[src/rtl/div_pkg.sv]
// Shared definitions for the parametrised multicycle divider.
//   state_t  : controller states (IDLE, CALC, FIX)
//   N_REM    : bit of the custom-instruction n field selecting remainder output
//   N_SIGNED : bit of the n field selecting two's complement operation
package div_pkg;

    typedef enum logic [1:0] {
        IDLE = 2'b00,
        CALC = 2'b01,
        FIX  = 2'b10
    } state_t;

    localparam int N_REM    = 0;
    localparam int N_SIGNED = 1;

endpackage

[src/rtl/div_param_step.sv]
// One restoring shift-subtract iteration (purely combinational).
// Ports:
//   rem      in  WIDTH+1  current partial remainder
//   q        in  WIDTH    dividend bits still to shift in / quotient bits so far
//   divisor  in  WIDTH    divisor magnitude
//   rem_next out WIDTH+1  partial remainder after this iteration
//   q_next   out WIDTH    q shifted left with the new quotient bit inserted
module div_step #(
    parameter int WIDTH = 32
) (
    input  logic [WIDTH:0]   rem,
    input  logic [WIDTH-1:0] q,
    input  logic [WIDTH-1:0] divisor,
    output logic [WIDTH:0]   rem_next,
    output logic [WIDTH-1:0] q_next
);

    logic [WIDTH+1:0] shifted;
    logic [WIDTH+1:0] trial;

    // The partial remainder always stays below the divisor, so its top bit is
    // zero; carrying it into the subtraction keeps the borrow test exact and
    // makes the top bit of trial a clean sign.
    always_comb begin
        shifted = {rem, q[WIDTH-1]};
        trial   = shifted - {2'b00, divisor};
        if (!trial[WIDTH+1]) begin
            rem_next = trial[WIDTH:0];
            q_next   = {q[WIDTH-2:0], 1'b1};
        end else begin
            rem_next = shifted[WIDTH:0];
            q_next   = {q[WIDTH-2:0], 1'b0};
        end
    end

endmodule

[src/rtl/div_param.sv]
// Parametrised multicycle integer divider for a custom-instruction slot.
// Fixed WIDTH+2 enabled-cycle latency, one quotient bit per enabled cycle,
// back-to-back issue (start accepted on the edge that clears done).
// Ports:
//   clk     in  1      system clock
//   reset   in  1      synchronous active-high reset
//   clk_en  in  1      clock enable; when low every register holds
//   start   in  1      operation request, sampled in IDLE only
//   dataa   in  WIDTH  dividend
//   datab   in  WIDTH  divisor
//   n       in  2      n[0]: 0 quotient / 1 remainder; n[1]: 0 unsigned / 1 signed
//   result  out WIDTH  selected result, held until the next completion
//   done    out 1      one-enabled-cycle completion strobe
module div_param
    import div_pkg::*;
#(
    parameter  int WIDTH = 32,
    localparam int CNT_W = $clog2(WIDTH + 1)
) (
    input  logic             clk,
    input  logic             reset,
    input  logic             clk_en,
    input  logic             start,
    input  logic [WIDTH-1:0] dataa,
    input  logic [WIDTH-1:0] datab,
    input  logic [1:0]       n,
    output logic [WIDTH-1:0] result,
    output logic             done
);

    localparam logic [CNT_W-1:0] LAST_ITER = CNT_W'(WIDTH - 1);

    state_t             state_reg;
    logic               rem_sel_reg;
    logic               sa_reg;
    logic               sb_reg;
    logic               div0_reg;
    logic [WIDTH-1:0]   divisor_reg;
    logic [WIDTH-1:0]   q_reg;
    logic [WIDTH:0]     rem_reg;
    logic [CNT_W-1:0]   cnt_reg;
    logic [WIDTH-1:0]   result_reg;
    logic               done_reg;

    logic               sa_next;
    logic               sb_next;
    logic [WIDTH-1:0]   a_mag;
    logic [WIDTH-1:0]   b_mag;
    logic [WIDTH:0]     rem_step;
    logic [WIDTH-1:0]   q_step;
    logic [WIDTH-1:0]   rem_low;
    logic [WIDTH-1:0]   quot_final;
    logic [WIDTH-1:0]   rem_final;

    // Operand magnitudes. Negating the most-negative value wraps back to
    // 2^(WIDTH-1), which is exactly its magnitude read as unsigned.
    always_comb begin
        sa_next = n[N_SIGNED] & dataa[WIDTH-1];
        sb_next = n[N_SIGNED] & datab[WIDTH-1];
        a_mag   = sa_next ? (~dataa + 1'b1) : dataa;
        b_mag   = sb_next ? (~datab + 1'b1) : datab;
    end

    div_step #(
        .WIDTH(WIDTH)
    ) u_step (
        .rem      (rem_reg),
        .q        (q_reg),
        .divisor  (divisor_reg),
        .rem_next (rem_step),
        .q_next   (q_step)
    );

    // Sign fix-up. With a zero divisor every trial succeeds, so the magnitude
    // quotient is all ones and the remainder is |dataa|; re-applying the
    // dividend sign restores dataa exactly. Only the quotient needs an
    // override, otherwise a negative dividend would flip it to +1.
    always_comb begin
        rem_low    = rem_reg[WIDTH-1:0];
        quot_final = (sa_reg ^ sb_reg) ? (~q_reg + 1'b1) : q_reg;
        if (div0_reg) begin
            quot_final = '1;
        end
        rem_final  = sa_reg ? (~rem_low + 1'b1) : rem_low;
    end

    always_ff @(posedge clk) begin
        if (reset) begin
            state_reg   <= IDLE;
            rem_sel_reg <= 1'b0;
            sa_reg      <= 1'b0;
            sb_reg      <= 1'b0;
            div0_reg    <= 1'b0;
            divisor_reg <= '0;
            q_reg       <= '0;
            rem_reg     <= '0;
            cnt_reg     <= '0;
            result_reg  <= '0;
            done_reg    <= 1'b0;
        end else if (clk_en) begin
            case (state_reg)
                IDLE: begin
                    done_reg <= 1'b0;
                    if (start) begin
                        // Only the output-select bit is needed later; the
                        // signed bit is fully captured by sa/sb.
                        rem_sel_reg <= n[N_REM];
                        sa_reg      <= sa_next;
                        sb_reg      <= sb_next;
                        div0_reg    <= (datab == '0);
                        divisor_reg <= b_mag;
                        q_reg       <= a_mag;
                        rem_reg     <= '0;
                        cnt_reg     <= '0;
                        state_reg   <= CALC;
                    end
                end
                CALC: begin
                    rem_reg <= rem_step;
                    q_reg   <= q_step;
                    cnt_reg <= cnt_reg + 1'b1;
                    if (cnt_reg == LAST_ITER) begin
                        state_reg <= FIX;
                    end
                end
                FIX: begin
                    result_reg <= rem_sel_reg ? rem_final : quot_final;
                    done_reg   <= 1'b1;
                    state_reg  <= IDLE;
                end
                default: begin
                    state_reg <= IDLE;
                end
            endcase
        end
    end

    assign result = result_reg;
    assign done   = done_reg;

endmodule

[config.mk]
export PLATFORM = sky130hd
export DESIGN_NAME = div_param
export DESIGN_NICKNAME = d
export VERILOG_FILES = /design/src/rtl/div_pkg.sv /design/src/rtl/div_param_step.sv /design/src/rtl/div_param.sv
export SDC_FILE = /design/constraint.sdc
export NUM_CORES = 1
export LEC_CHECK = 0
export ABC_AREA = 0
export CORE_ASPECT_RATIO = 0.6
export CORE_MARGIN = 2
export CORE_UTILIZATION = 50
export DETAILED_ROUTE_END_ITERATION = 10
export PLACE_DENSITY = 0.82
export SLEW_MARGIN = 20
export SYNTH_ARGS = -nofsm -noshare
export SYNTH_HDL_FRONTEND = slang
export SYNTH_HIERARCHICAL = 1
export SYNTH_SLANG_ARGS = --single-unit
[constraint.sdc]
create_clock -name clk -period 3.68 [get_ports clk]
set_input_delay 0.92 -clock clk [delete_from_list [all_inputs] [get_ports clk]]
set_output_delay 0.92 -clock clk [all_outputs]
set_load 0.03 [all_outputs]
==> results of run 1 <==
## cells in the mapped netlist (15+ instances only)
cell      instances
buf_4            31
xor2_1           80
nand3_1          15
a21oi_1         110
a21o_1           27
o21ai_0          50
nand2_1         107
a221oi_1         21
dfxtp_1         142
nor4_1           15
nor2_1          147
o221ai_1         28
o31ai_1          28
xnor2_1          64
ha_1             37
a22oi_1          35
a31oi_1          16
clkbuf_1         71
nor3_1           35
mux2_4           27
a211oi_1         35
inv_1            51
## layer usage
metal	vias to the layer above	track usage	share of wire
li1	4966	-	-
met1	4841	0.424	0.47
met2	590	0.403	0.39
met3	35	0.0841	0.13
met4	2	0.0584	0.0093
met5	-	0	0.00041
## power breakdown
| part | total, uW | internal [uW] | switching, uW |
|---|---|---|---|
| logic | 1170 | 494 | 678 |
| clock network | 1670 | 981 | 694 |
| registers | 1690 | 1610 | 82.3 |
| total | 4530 | 3080 | 1450 |
## metrics by stage
stage          instances  power, uW  instance area [um^2]  worst slack [ns]
6_report            1679       4530                 12300             0.154
5_1_grt             1679       4720                 12300          0.000990
4_1_cts             1679       4510                 12300             0.229
3_5_place_dp        1647       2850                 11700            0.0638
3_3_place_gp        1647       2820                 11700             0.164
2_1_floorplan       1330       2540                 10500             0.689
## placed cells by master, fill, tap and decap left out, types with 16 or more instances in the layout
master	synthesis	final
nor2_1	147	143
dfxtp_1	142	142
a21oi_1	110	110
nand2_1	107	107
clkdlybuf4s50_1	0	101
xor2_1	80	80
xnor2_1	64	63
inv_1	51	51
o21ai_0	50	50
buf_4	31	48
ha_1	37	37
a22oi_1	35	35
nor3_1	35	35
a211oi_1	35	35
o31ai_1	28	28
o221ai_1	28	28
a21o_1	27	27
mux2_4	27	27
a221oi_1	21	21
clkbuf_16	0	17
a31oi_1	16	16
## cell type report
type	count	area, um^2	share of cell area
multi-input combinational	1030	6950	0.565
sequential	142	2840	0.231
timing repair buffer	151	1410	0.115
clock buffer	23	478	0.0389
tap	273	342	0.0278
inverter	51	191	0.0156
clock inverter	9	86.3	0.00702
## logic make-up after synthesis
group / count (synthesis) / share of synthesized area
compound gates: 415 / 0.269
simple gates: 398 / 0.177
buf+inv: 158 / 0.0698
xor+xnor: 145 / 0.122
flops: 142 / 0.271
fa+ha+maj: 38 / 0.0460
mux: 34 / 0.0458
## worst register-to-register path, cell delays in order (launching register included)
cell,delay [ns]
dfxtp_1,0.46
inv_1,0.13
ha_1,0.27
nor2b_1,0.14
o2111ai_1,0.22
a21oi_1,0.19
o211a_1,0.33
o211ai_2,0.25
nand2_1,0.10
o21ai_2,0.25
xnor2_4,0.22
buf_12,0.24
mux2_2,0.36
a22oi_1,0.18
nor2_1,0.06
## path summary, 6_finish.rpt
| path | to | start | slack [ns] | depth (start not counted) |
|---|---|---|---|---|
| max | rem_reg[2]$_SDFFE_PP0P_ | divisor_reg[1]$_SDFFE_PP0P_ | 0.15 | 14 |
| min reg2reg | result[26]$_SDFFE_PP0P_ | result[26]$_SDFFE_PP0P_ | 0.46 | 1 |
| max reg2reg | rem_reg[2]$_SDFFE_PP0P_ | divisor_reg[1]$_SDFFE_PP0P_ | 0.15 | 14 |
| min | result[26]$_SDFFE_PP0P_ | result[26]$_SDFFE_PP0P_ | 0.46 | 1 |
==> impl_table.tex, run 1 <==
\begin{tabular}{lr}
\hline
Metric & Value \\
\hline
\multicolumn{2}{l}{\textbf{Synthesis}} \\
\quad Fraction of synthesized cell area taken by the top area cell type & 0.271 \\
\quad Most area-consuming cells after synthesis & dfxtp\_1 27\%, xor2\_1 6.7\%, xnor2\_1 5.3\%, nor2\_1 5.3\%, a21oi\_1 5.2\% \\
\quad Post-synth EDFFs & 0 \\
\quad Distinct cell type count of the synthesized netlist & 74 \\
\quad Post-synthesis cell type with the largest combined area & dfxtp\_1 \\
\quad Net count after synthesis & 1,438 \\
\quad Yosys warns & 6 \\
\quad Async S/R FF share, synth & 0 \\
\quad Yosys reg bits & 142 \\
\quad Combined area of all synthesized cells & 0.0105 mm\^{}2 \\
\quad Flip-flop cell with the highest count after synthesis & dfxtp\_1 \\
\quad Post-synthesis instance total & 1,330 \\
\quad Mean cell area of the mapped netlist & 7.89 um\^{}2 \\
\quad Sequential cell area fraction in the yosys report & 0.271 \\
\multicolumn{2}{l}{\textbf{Clocking}} \\
\quad Latest clock arrival within the worst-skew pair & 0.44 ns \\
\quad CTS tree & done \\
\quad Maximum number of buffers from clock root to sink & 2 \\
\quad Resized cells post-CTS & 0 \\
\quad Cell at the root of the clock tree & clkbuf\_16 \\
\quad Cts bufs inserted & 17 \\
\quad Buffers inserted during post-CTS setup optimization & 0 \\
\quad Total of hold buffers inserted after clock tree synthesis & 0 \\
\quad Number of sinks driven by the clock tree & 142 \\
\quad H-tree depth & 4 \\
\quad Post-CTS clock slew at the launch and capture registers of the worst setup and hold paths & 0.06 ns \\
\multicolumn{2}{l}{\textbf{Routing}} \\
\quad Routed len/inst & 18.8 um \\
\quad DRC & 0 \\
\quad Via-to-Cell Ratio & 6.21 \\
\quad Final Routed Wirelength & 31,500 um \\
\quad Number of iterations in the first detailed-routing pass & 6 \\
\quad Starting DRC count in detailed routing & 1,239 \\
\quad Total vias in the final route & 10,400 \\
\quad ANT nets after route & 0 \\
\multicolumn{2}{l}{\textbf{STA}} \\
\quad Fin crit share & 0.958 \\
\quad Rel. slew slack & 0.246 \\
\quad Tmin final & 3.53 ns \\
\quad Setup repair after global routing missed its margin & no \\
\quad Final Setup Violations & 0 \\
\quad Final-layout worst hold slack & 0.457 ns \\
\quad Final number of hold-violating endpoints & 0 \\
\quad Transition time at the pin with the least slew margin & 1.13 ns \\
\quad Clk\_skew & 0.00951 ns \\
\quad Final TNS setup & 0 ns \\
\quad Top achievable clock speed & 284 MHz \\
\quad Total count of max-transition violations in the final report & 0 \\
\multicolumn{2}{l}{\textbf{Global route}} \\
\quad Number of global-route vias before repair & 9,428 \\
\quad Aggregate global routing overflow & 0 \\
\quad All-layer global routing usage & 0.285 \\
\quad Pin count of the biggest net entering global routing & 67 \\
\quad First-pass GRT wire length & 49,900 um \\
\quad Antenna violations before repair & 1 \\
\multicolumn{2}{l}{\textbf{Die}} \\
\quad Initial Util & 0.517 \\
\quad Site Rows & 40 \\
\quad Floorplan Core Area & 0.0203 mm\^{}2 \\
\quad DIE WIDTH & 191 um \\
\quad Y dimension of the die & 116 um \\
\quad Overall die area & 0.0222 mm\^{}2 \\
\quad I/O pin total & 103 \\
\multicolumn{2}{l}{\textbf{Power and ir drop}} \\
\quad Static leakage power & 0.00476 uW \\
\quad Areal power density over the cells & 369 mW/mm\^{}2 \\
\quad Peak VDD IR & 350 uV \\
\multicolumn{2}{l}{\textbf{Worst setup path}} \\
\quad Critical Path RT & 3.98 ns \\
\quad Endpoint class of the critical path & flop \\
\quad Slowest Stage Delay on Critical Path & 0.46 ns \\
\quad Critical path fanouts, max & 18 \\
\quad Slowest stage cell on the critical path & dfxtp\_1 \\
\quad Worst path cell trace & inv\_1 > ha\_1 > nor2b\_1 > o2111ai\_1 > a21oi\_1 > o211a\_1 > o211ai\_2 > nand2\_1 > o21ai\_2 > xnor2\_4 > buf\_12 > mux2\_2 > a22oi\_1 > nor2\_1 \\
\quad Top cell family by delay on the critical path & compound AO/OA/AOI/OAI gates \\
\quad Sum of buffers and inverters on the critical path & 2 \\
\quad Path type of the worst setup path & flop to flop \\
\quad Data arrival at the endpoint of the critical path & 3.82 ns \\
\quad CP startpoint kind & flop \\
\multicolumn{2}{l}{\textbf{Placed design}} \\
\quad Number of buffers added on ports & 102 \\
\quad HPWL after detailed placement & 24,000 um \\
\quad Routability congestion estimate from global placement & 0.968 \\
\multicolumn{2}{l}{\textbf{Cells and area}} \\
\quad Total inserted antenna cells & 0 \\
\quad Total Nets Final & 1,501 \\
\quad Share of final-layout standard cells stronger than drive strength 1 & 0.0974 \\
\quad Filler Cell Count & 1,741 \\
\quad Final design utilization & 0.607 \\
\quad Layout area overhead & 17.3\% \\
\quad Flip-flop count of the largest register after layout & 33 \\
\multicolumn{2}{l}{\textbf{Status}} \\
\quad Status & completed \\
\multicolumn{2}{l}{\textbf{Run}} \\
\quad Max-cap check violation count & 0 \\
\multicolumn{2}{l}{\textbf{Worst hold path}} \\
\quad Worst hold path type & flop to flop \\
\hline
\end{tabular}
No activity file was read; power rests on OpenSTA's default activity.
==> run 2, diff against run 1 <==
- CORE_UTILIZATION: 50 -> 55
- CTS_CLUSTER_SIZE: unset -> 24
- PLACE_DENSITY: 0.82 -> 0.88
==> run 2 against run 1 <==
Net effect: clock power up 8%; combinational power barely moved; register-to-register slack hardly changed; maximum frequency grew 0.26%; global-route usage increased by 1.8 points; first-iteration DRC count up 21%; worst hold slack worse by 0.0030 ns; critical endpoint is now rem_reg[9]$_SDFFE_PP0P_; largest cell class unchanged.
==> impl_table.tex, run 2 (same netlist as run 1, synthesis figures left out) <==
\begin{tabular}{lr}
\hline
Metric & Value \\
\hline
\multicolumn{2}{l}{\textbf{Power and ir drop}} \\
\quad Areal power density over the cells & 381 mW/mm\^{}2 (+3.5\%) \\
\quad Proportion of power drawn by the clock network & 0.386 (+0.017) \\
\quad Static leakage power & 0.00476 uW (-0.10\%) \\
\quad Sequential fraction of design power & 0.361 (-0.011) \\
\quad Switching power share of the total & 0.326 (+0.00574) \\
\quad Peak VDD IR & 305 uV (-13\%) \\
\quad Design Power & 4680 uW (+3.1\%) \\
\quad Int Power & 3150 uW (+2.3\%) \\
\quad Logic gate share of total power & 0.253 (-0.005) \\
\quad Power dissipated by switching net loads & 1530 uW (+5.0\%) \\
\multicolumn{2}{l}{\textbf{Worst setup path}} \\
\quad Critical path fanouts, max & 16 (-2) \\
\quad Path type of the worst setup path & flop to flop \\
\quad Critical register-to-register path startpoint & rem\_reg[8]\$\_SDFFE\_PP0P\_ \\
\quad Endpoint class of the critical path & flop \\
\quad CP startpoint kind & flop \\
\quad Crit path launch & rem\_reg[8]\$\_SDFFE\_PP0P\_ \\
\quad Critical Path RT & 3.96 ns (-0.02 ns) \\
\quad Data arrival at the endpoint of the critical path & 3.80 ns (-0.02 ns) \\
\multicolumn{2}{l}{\textbf{Run}} \\
\quad Max-cap check violation count & 0 (unchanged) \\
\multicolumn{2}{l}{\textbf{Clocking}} \\
\quad Total of hold buffers inserted after clock tree synthesis & 0 (unchanged) \\
\quad Resized cells post-CTS & 0 (unchanged) \\
\quad Buffers inserted during post-CTS setup optimization & 0 (unchanged) \\
\quad Maximum number of buffers from clock root to sink & 2 (unchanged) \\
\quad Latest clock arrival within the worst-skew pair & 0.44 ns (about the same) \\
\quad Cts bufs inserted & 17 (unchanged) \\
\quad H-tree depth & 4 (unchanged) \\
\quad Post-CTS clock slew at the launch and capture registers of the worst setup and hold paths & 0.06 ns (about the same) \\
\quad CTS tree & done \\
\quad Number of sinks driven by the clock tree & 142 (unchanged) \\
\quad Cell at the root of the clock tree & clkbuf\_16 \\
\multicolumn{2}{l}{\textbf{Die}} \\
\quad Y dimension of the die & 111 um (-4.5\%) \\
\quad Initial Util & 0.557 (+0.0394) \\
\quad I/O pin total & 103 (unchanged) \\
\quad Floorplan Core Area & 0.0188 mm\^{}2 (-7.1\%) \\
\quad Overall die area & 0.0202 mm\^{}2 (-8.8\%) \\
\quad DIE WIDTH & 182 um (-4.6\%) \\
\quad Site Rows & 39 (-2.5\%) \\
\multicolumn{2}{l}{\textbf{Cells and area}} \\
\quad Share of final-layout standard cells stronger than drive strength 1 & 0.0965 (-0.000942) \\
\quad Cell area after layout & 0.0123 mm\^{}2 (-0.33\%) \\
\quad Most common library cell in the layout ignoring fill and taps & nor2\_1 \\
\quad Total Nets Final & 1,494 (-0.47\%) \\
\quad Total inserted antenna cells & 0 (unchanged) \\
\quad Commonest non-fill, non-tap cells in the layout & 143 x nor2\_1, 140 x dfxtp\_1, 110 x a21oi\_1 \\
\quad Layout area overhead & 16.9\% \\
\quad Flip-flop count of the largest register after layout & 33 (unchanged) \\
\multicolumn{2}{l}{\textbf{STA}} \\
\quad Clk\_skew & 0.0125 ns (+0.00303 ns) \\
\quad Transition time at the pin with the least slew margin & 0.770 ns (-0.357 ns) \\
\quad Final Setup Violations & 0 (unchanged) \\
\quad Final-layout worst hold slack & 0.454 ns (-0.00295 ns) \\
\quad Fin crit share & 0.956 (-0.00252) \\
\quad Tmin final & 3.52 ns (-0.00929 ns) \\
\quad Total count of max-transition violations in the final report & 0 (unchanged) \\
\quad Final number of hold-violating endpoints & 0 (unchanged) \\
\quad Rel. slew slack & 0.487 (+0.241) \\
\quad Top achievable clock speed & 284 MHz (+0.26\%) \\
\quad Final TNS setup & 0 ns (unchanged) \\
\quad Setup repair after global routing missed its margin & no \\
\multicolumn{2}{l}{\textbf{Placed design}} \\
\quad Post-Place Cell Area & 0.0116 mm\^{}2 (-0.91\%) \\
\quad HPWL after detailed placement & 22,700 um (-5.6\%) \\
\quad Routability congestion estimate from global placement & 0.897 (-7.4\%) \\
\quad Number of buffers added on ports & 102 (unchanged) \\
\multicolumn{2}{l}{\textbf{Global route}} \\
\quad All-layer global routing usage & 0.303 (+0.0182) \\
\quad Aggregate global routing overflow & 0 (unchanged) \\
\quad Number of global-route vias before repair & 9,531 (+1.1\%) \\
\quad Pin count of the biggest net entering global routing & 67 (unchanged) \\
\quad Antenna violations before repair & 0 (-1) \\
\quad First-pass GRT wire length & 49,800 um (-0.23\%) \\
\multicolumn{2}{l}{\textbf{Status}} \\
\quad Status & completed \\
\multicolumn{2}{l}{\textbf{Routing}} \\
\quad Number of iterations in the first detailed-routing pass & 6 (unchanged) \\
\quad Final Routed Wirelength & 31,700 um (+0.69\%) \\
\quad ANT nets after route & 0 (unchanged) \\
\quad Routed len/inst & 19.3 um (+2.8\%) \\
\quad Total vias in the final route & 10,700 (+2.5\%) \\
\quad Starting DRC count in detailed routing & 1,497 (+21\%) \\
\quad DRC & 0 (unchanged) \\
\quad Via-to-Cell Ratio & 6.50 (+4.6\%) \\
\multicolumn{2}{l}{\textbf{Worst hold path}} \\
\quad Launch point of the worst hold path & result[16]\$\_SDFFE\_PP0P\_ \\
\quad Worst hold path type & flop to flop \\
\hline
\end{tabular}
-- run 2: worst max-delay path, cell delays in order, from the launching register on --
cell and delay [ns]:
dfxtp_1 0.48, ha_1 0.34, and3_1 0.23, nand3_1 0.10, o21ai_0 0.19, o211a_1 0.34
o211ai_2 0.25, nand2_1 0.11, o21ai_2 0.25, xnor2_4 0.21, buf_12 0.23, mux2_4 0.32
a22oi_1 0.20, nor2_1 0.09
-- run 2: routing by layer --
layer	vias to the layer above	track usage	wire [um]	share of wire
met3	80	0.0650	3410	0.11
li1	4947	-	-	-
met2	638	0.444	13500	0.43
met1	5027	0.447	14200	0.45
met5	-	0	0	0
met4	0	0.0849	630	0.020
-- run 2: area by class of cell --
class                           count  area [um^2]
Tap cell                          246          308
Clock inverter                     13          150
Multi-Input combinational cell   1030         6950
Fill cell                        1551         6580
Sequential cell                   142         2850
Inverter                           51          191
Timing Repair Buffer              144         1360
Clock buffer                       19          453
-- run 2: stage by stage --
stage	utilization	setup WS, ns	cells
4_1_cts	0.649	0.187	1644
5_1_grt	0.651	0.00839	1645
6_report	0.651	0.163	1645
2_1_floorplan	-	0.689	1330
3_5_place_dp	0.617	0.139	1612
3_3_place_gp	0.617	0.134	1612
-- run 2: power by group through the flow --
stage                     registers, uW  logic, uW  clock network [uW]
final                              1690       1180                1810
after global routing               1690       1270                1860
after detailed placement           1720       1120                   0
after global placement             1710       1090                   0
after floorplan                    1690        848                   0
after CTS                          1680       1140                1800
-- run 2: worst paths after layout --
path,to,slack [ns],cells past startpoint
worst max-delay path,rem_reg[9]$_SDFFE_PP0P_,0.16,13
worst min-delay path,result[16]$_SDFFE_PP0P_,0.45,1
worst max register to register,rem_reg[9]$_SDFFE_PP0P_,0.16,13
worst min register to register,result[16]$_SDFFE_PP0P_,0.45,1
==> run 3, diff against run 2 <==
- CORE_UTILIZATION: 55 -> 53
- CTS_CLUSTER_SIZE: 24 -> unset
- PLACE_DENSITY: 0.88 -> 0.89
- clock period: 3.68 -> 3.2 ns (I/O delays scaled with it)
==> run 3 against run 2 <==
Net effect: the flow now finishes with violations (negative setup slack); combinational power increased by 34%; first-iteration DRC count up 10%; routed wire length rose by 7.7%; cell count increased by 6.1%; setup slack worse by 0.22 ns; die area increased by 3.7%; cell area rose by 8.0%; flip-flop and latch count is the same; largest cell class unchanged.
==> impl_table.tex, run 3 (same netlist as run 1, synthesis figures left out) <==
\begin{tabular}{lr}
\hline
Metric & Value \\
\hline
\multicolumn{2}{l}{\textbf{Die}} \\
\quad Site Rows & 39 (unchanged) \\
\quad Overall die area & 0.0210 mm\^{}2 (+3.7\%) \\
\quad I/O pin total & 103 (unchanged) \\
\quad Initial Util & 0.546 (-0.0113) \\
\quad Floorplan Core Area & 0.0192 mm\^{}2 (+2.1\%) \\
\quad Y dimension of the die & 113 um (+1.8\%) \\
\quad DIE WIDTH & 186 um (+1.8\%) \\
\multicolumn{2}{l}{\textbf{Placed design}} \\
\quad HPWL after detailed placement & 24,500 um (+8.1\%) \\
\quad Setup WS pre-CTS & -0.191 ns (-0.330 ns) \\
\quad Routability congestion estimate from global placement & 0.985 (+9.8\%) \\
\quad Number of buffers added on ports & 102 (unchanged) \\
\quad Post-Place Cell Area & 0.0122 mm\^{}2 (+5.3\%) \\
\quad Post-placement cell count & 1,704 (+5.7\%) \\
\multicolumn{2}{l}{\textbf{Routing}} \\
\quad Starting DRC count in detailed routing & 1,647 (+10\%) \\
\quad Final Routed Wirelength & 34,200 um (+7.7\%) \\
\quad Via-to-Cell Ratio & 6.41 (-1.4\%) \\
\quad DRC & 0 (unchanged) \\
\quad Number of iterations in the first detailed-routing pass & 7 (+1) \\
\quad Total vias in the final route & 11,200 (+4.6\%) \\
\quad ANT nets after route & 0 (unchanged) \\
\quad Routed len/inst & 19.6 um (+1.4\%) \\
\multicolumn{2}{l}{\textbf{STA}} \\
\quad Fin crit share & 1.02 (+0.0629) \\
\quad Clk\_skew & 0.0102 ns (-0.00235 ns) \\
\quad Post-route setup slack & -0.0595 ns (-0.223 ns) \\
\quad Setup repair after global routing missed its margin & yes \\
\quad Final number of hold-violating endpoints & 0 (unchanged) \\
\quad Total count of max-transition violations in the final report & 0 (unchanged) \\
\quad Final TNS setup & -0.378 ns (-0.378 ns) \\
\quad Final Setup Violations & 18 (+18) \\
\quad Top achievable clock speed & 307 MHz (+7.9\%) \\
\quad Transition time at the pin with the least slew margin & 1.06 ns (+0.292 ns) \\
\quad Final-layout worst hold slack & 0.450 ns (-0.00331 ns) \\
\quad Rel. slew slack & 0.289 (-0.198) \\
\quad Tmin final & 3.26 ns (-0.257 ns) \\
\multicolumn{2}{l}{\textbf{Clocking}} \\
\quad H-tree depth & 4 (unchanged) \\
\quad Maximum number of buffers from clock root to sink & 2 (unchanged) \\
\quad CTS tree & done \\
\quad Total of hold buffers inserted after clock tree synthesis & 0 (unchanged) \\
\quad Post-CTS clock slew at the launch and capture registers of the worst setup and hold paths & 0.06 ns (about the same) \\
\quad Latest clock arrival within the worst-skew pair & 0.43 ns (about the same) \\
\quad Cell at the root of the clock tree & clkbuf\_16 \\
\quad Cts bufs inserted & 17 (unchanged) \\
\quad Number of sinks driven by the clock tree & 142 (unchanged) \\
\multicolumn{2}{l}{\textbf{Cells and area}} \\
\quad Cell area after layout & 0.0132 mm\^{}2 (+8.0\%) \\
\quad Total inserted antenna cells & 0 (unchanged) \\
\quad Filler Cell Count & 1,486 (-4.2\%) \\
\quad Total Nets Final & 1,575 (+5.4\%) \\
\quad Share of final-layout standard cells stronger than drive strength 1 & 0.180 (+0.0832) \\
\quad Final instance count without filler cells & 1,746 (+6.1\%) \\
\quad Flip-flop count of the largest register after layout & 33 (unchanged) \\
\quad Commonest non-fill, non-tap cells in the layout & 143 x nor2\_1, 135 x dfxtp\_1, 114 x buf\_4 \\
\quad Layout area overhead & 26.3\% \\
\quad Most common library cell in the layout ignoring fill and taps & nor2\_1 \\
\multicolumn{2}{l}{\textbf{Worst setup path}} \\
\quad Worst flop-to-flop path endpoint & rem\_reg[16]\$\_SDFFE\_PP0P\_ \\
\quad Endpoint class of the critical path & flop \\
\quad Setup crit end & rem\_reg[16]\$\_SDFFE\_PP0P\_ \\
\quad CP startpoint kind & flop \\
\quad Top cell family by delay on the critical path & compound AO/OA/AOI/OAI gates \\
\quad Crit path launch & divisor\_reg[1]\$\_SDFFE\_PP0P\_ \\
\quad Slowest Stage Delay on Critical Path & 0.34 ns (-0.14 ns) \\
\quad Internal reg-to-reg setup slack & -0.06 ns (-0.22 ns) \\
\quad Crit path depth & 15 (+2) \\
\quad Sum of buffers and inverters on the critical path & 3 (+2) \\
\quad Critical Path RT & 3.50 ns (-0.46 ns) \\
\quad Slowest stage cell on the critical path & dfxtp\_2 \\
\quad Data arrival at the endpoint of the critical path & 3.56 ns (-0.24 ns) \\
\quad Path type of the worst setup path & flop to flop \\
\quad Critical register-to-register path startpoint & divisor\_reg[1]\$\_SDFFE\_PP0P\_ \\
\quad Worst R2R Path Depth & 15 (+2) \\
\quad Critical path fanouts, max & 5 (-11) \\
\quad Worst path cell trace & inv\_2 > ha\_1 > nor2b\_1 > o2111ai\_2 > a21oi\_2 > o211a\_1 > o211ai\_2 > nand2\_2 > o21ai\_4 > xnor2\_4 > buf\_12 > buf\_4 > mux2\_4 > a22oi\_1 > nor2\_1 \\
\multicolumn{2}{l}{\textbf{Status}} \\
\quad Status & finished with violations \\
\quad Violations in the final reports & negative setup slack \\
\multicolumn{2}{l}{\textbf{Run}} \\
\quad Max-cap check violation count & 0 (unchanged) \\
\multicolumn{2}{l}{\textbf{Power and ir drop}} \\
\quad Static leakage power & 0.00522 uW (+9.8\%) \\
\quad Peak VDD IR & 436 uV (+43\%) \\
\quad Areal power density over the cells & 423 mW/mm\^{}2 (+11\%) \\
\multicolumn{2}{l}{\textbf{Global route}} \\
\quad Antenna violations before repair & 0 (unchanged) \\
\quad Number of global-route vias before repair & 9,654 (+1.3\%) \\
\quad Pin count of the biggest net entering global routing & 123 (+84\%) \\
\quad All-layer global routing usage & 0.311 (+0.00736) \\
\quad First-pass GRT wire length & 51,200 um (+2.9\%) \\
\quad Aggregate global routing overflow & 0 (unchanged) \\
\multicolumn{2}{l}{\textbf{Worst hold path}} \\
\quad Instance count along the most critical hold path & 1 (unchanged) \\
\quad Worst hold path type & flop to flop \\
\hline
\end{tabular}
-- run 3: changes by cell type in the layout (fill, tap and decap cells not counted), sizes merged --
| cell | before | now |
|---|---|---|
| inv | 57 | 51 |
| clkinv | 3 | 6 |
| bufinv | 2 | 3 |
| buf | 42 | 122 |
| clkbuf | 20 | 23 |
-- run 3: worst reg2reg max path: stages (launching register included) --
cell	delay [ns]
dfxtp_2	0.34
inv_2	0.06
ha_1	0.27
nor2b_1	0.16
o2111ai_2	0.26
a21oi_2	0.10
o211a_1	0.28
o211ai_2	0.26
nand2_2	0.11
o21ai_4	0.22
xnor2_4	0.18
buf_12	0.18
buf_4	0.16
mux2_4	0.32
a22oi_1	0.18
nor2_1	0.06
-- run 3: routing by layer --
layer / wire, um / global-route usage
met1: 15300 / 0.468
met2: 14000 / 0.433
met3: 4420 / 0.0921
met4: 537 / 0.0667
met5: 0 / 0
-- run 3: per-stage QoR --
step	power [uW]	utilization
6_report	5600	0.689
5_1_grt	5790	0.689
4_1_cts	5460	0.671
3_5_place_dp	3370	0.636
3_3_place_gp	3330	0.636
2_1_floorplan	2920	-
-- run 3: worst min-delay path by stage --
| stage | end | slack, ns | start |
|---|---|---|---|
| 6_report | result[12]$_SDFFE_PP0P_ | 0.45 | result[12]$_SDFFE_PP0P_ |
| 5_1_grt | result[16]$_SDFFE_PP0P_ | 0.47 | result[16]$_SDFFE_PP0P_ |
| 4_1_cts | result[12]$_SDFFE_PP0P_ | 0.45 | result[12]$_SDFFE_PP0P_ |
| 3_5_place_dp | result[12]$_SDFFE_PP0P_ | 0.44 | result[12]$_SDFFE_PP0P_ |
| 3_3_place_gp | result[26]$_SDFFE_PP0P_ | 0.43 | result[26]$_SDFFE_PP0P_ |
| 2_1_floorplan | divisor_reg[29]$_SDFFE_PP0P_ | 0.43 | divisor_reg[29]$_SDFFE_PP0P_ |
-- run 3: area by class of cell --
| type | instances | area (um^2) | share of cell area |
|---|---|---|---|
| Multi-Input combinational cell | 1030 | 7200 | 0.543 |
| Inverter | 51 | 191 | 0.0145 |
| Clock inverter | 11 | 139 | 0.0105 |
| Tap cell | 266 | 333 | 0.0251 |
| Clock buffer | 21 | 470 | 0.0355 |
| Timing Repair Buffer | 225 | 2060 | 0.155 |
| Sequential cell | 142 | 2850 | 0.215 |
-- run 3: what timing repair did --
action	in CTS	in global routing
resized for setup	2	61
pin swaps	5	19
hold endpoints to repair	0	0
buffers inserted	4	5
gates cloned	0	2
endpoints found under the setup margin	26	36
-- run 3: power breakdown --
| group | internal [uW] | switching (uW) |
|---|---|---|
| sequential | 1850 | 93.5 |
| combinational | 698 | 879 |
| clock | 1280 | 805 |
| total | 3830 | 1780 |
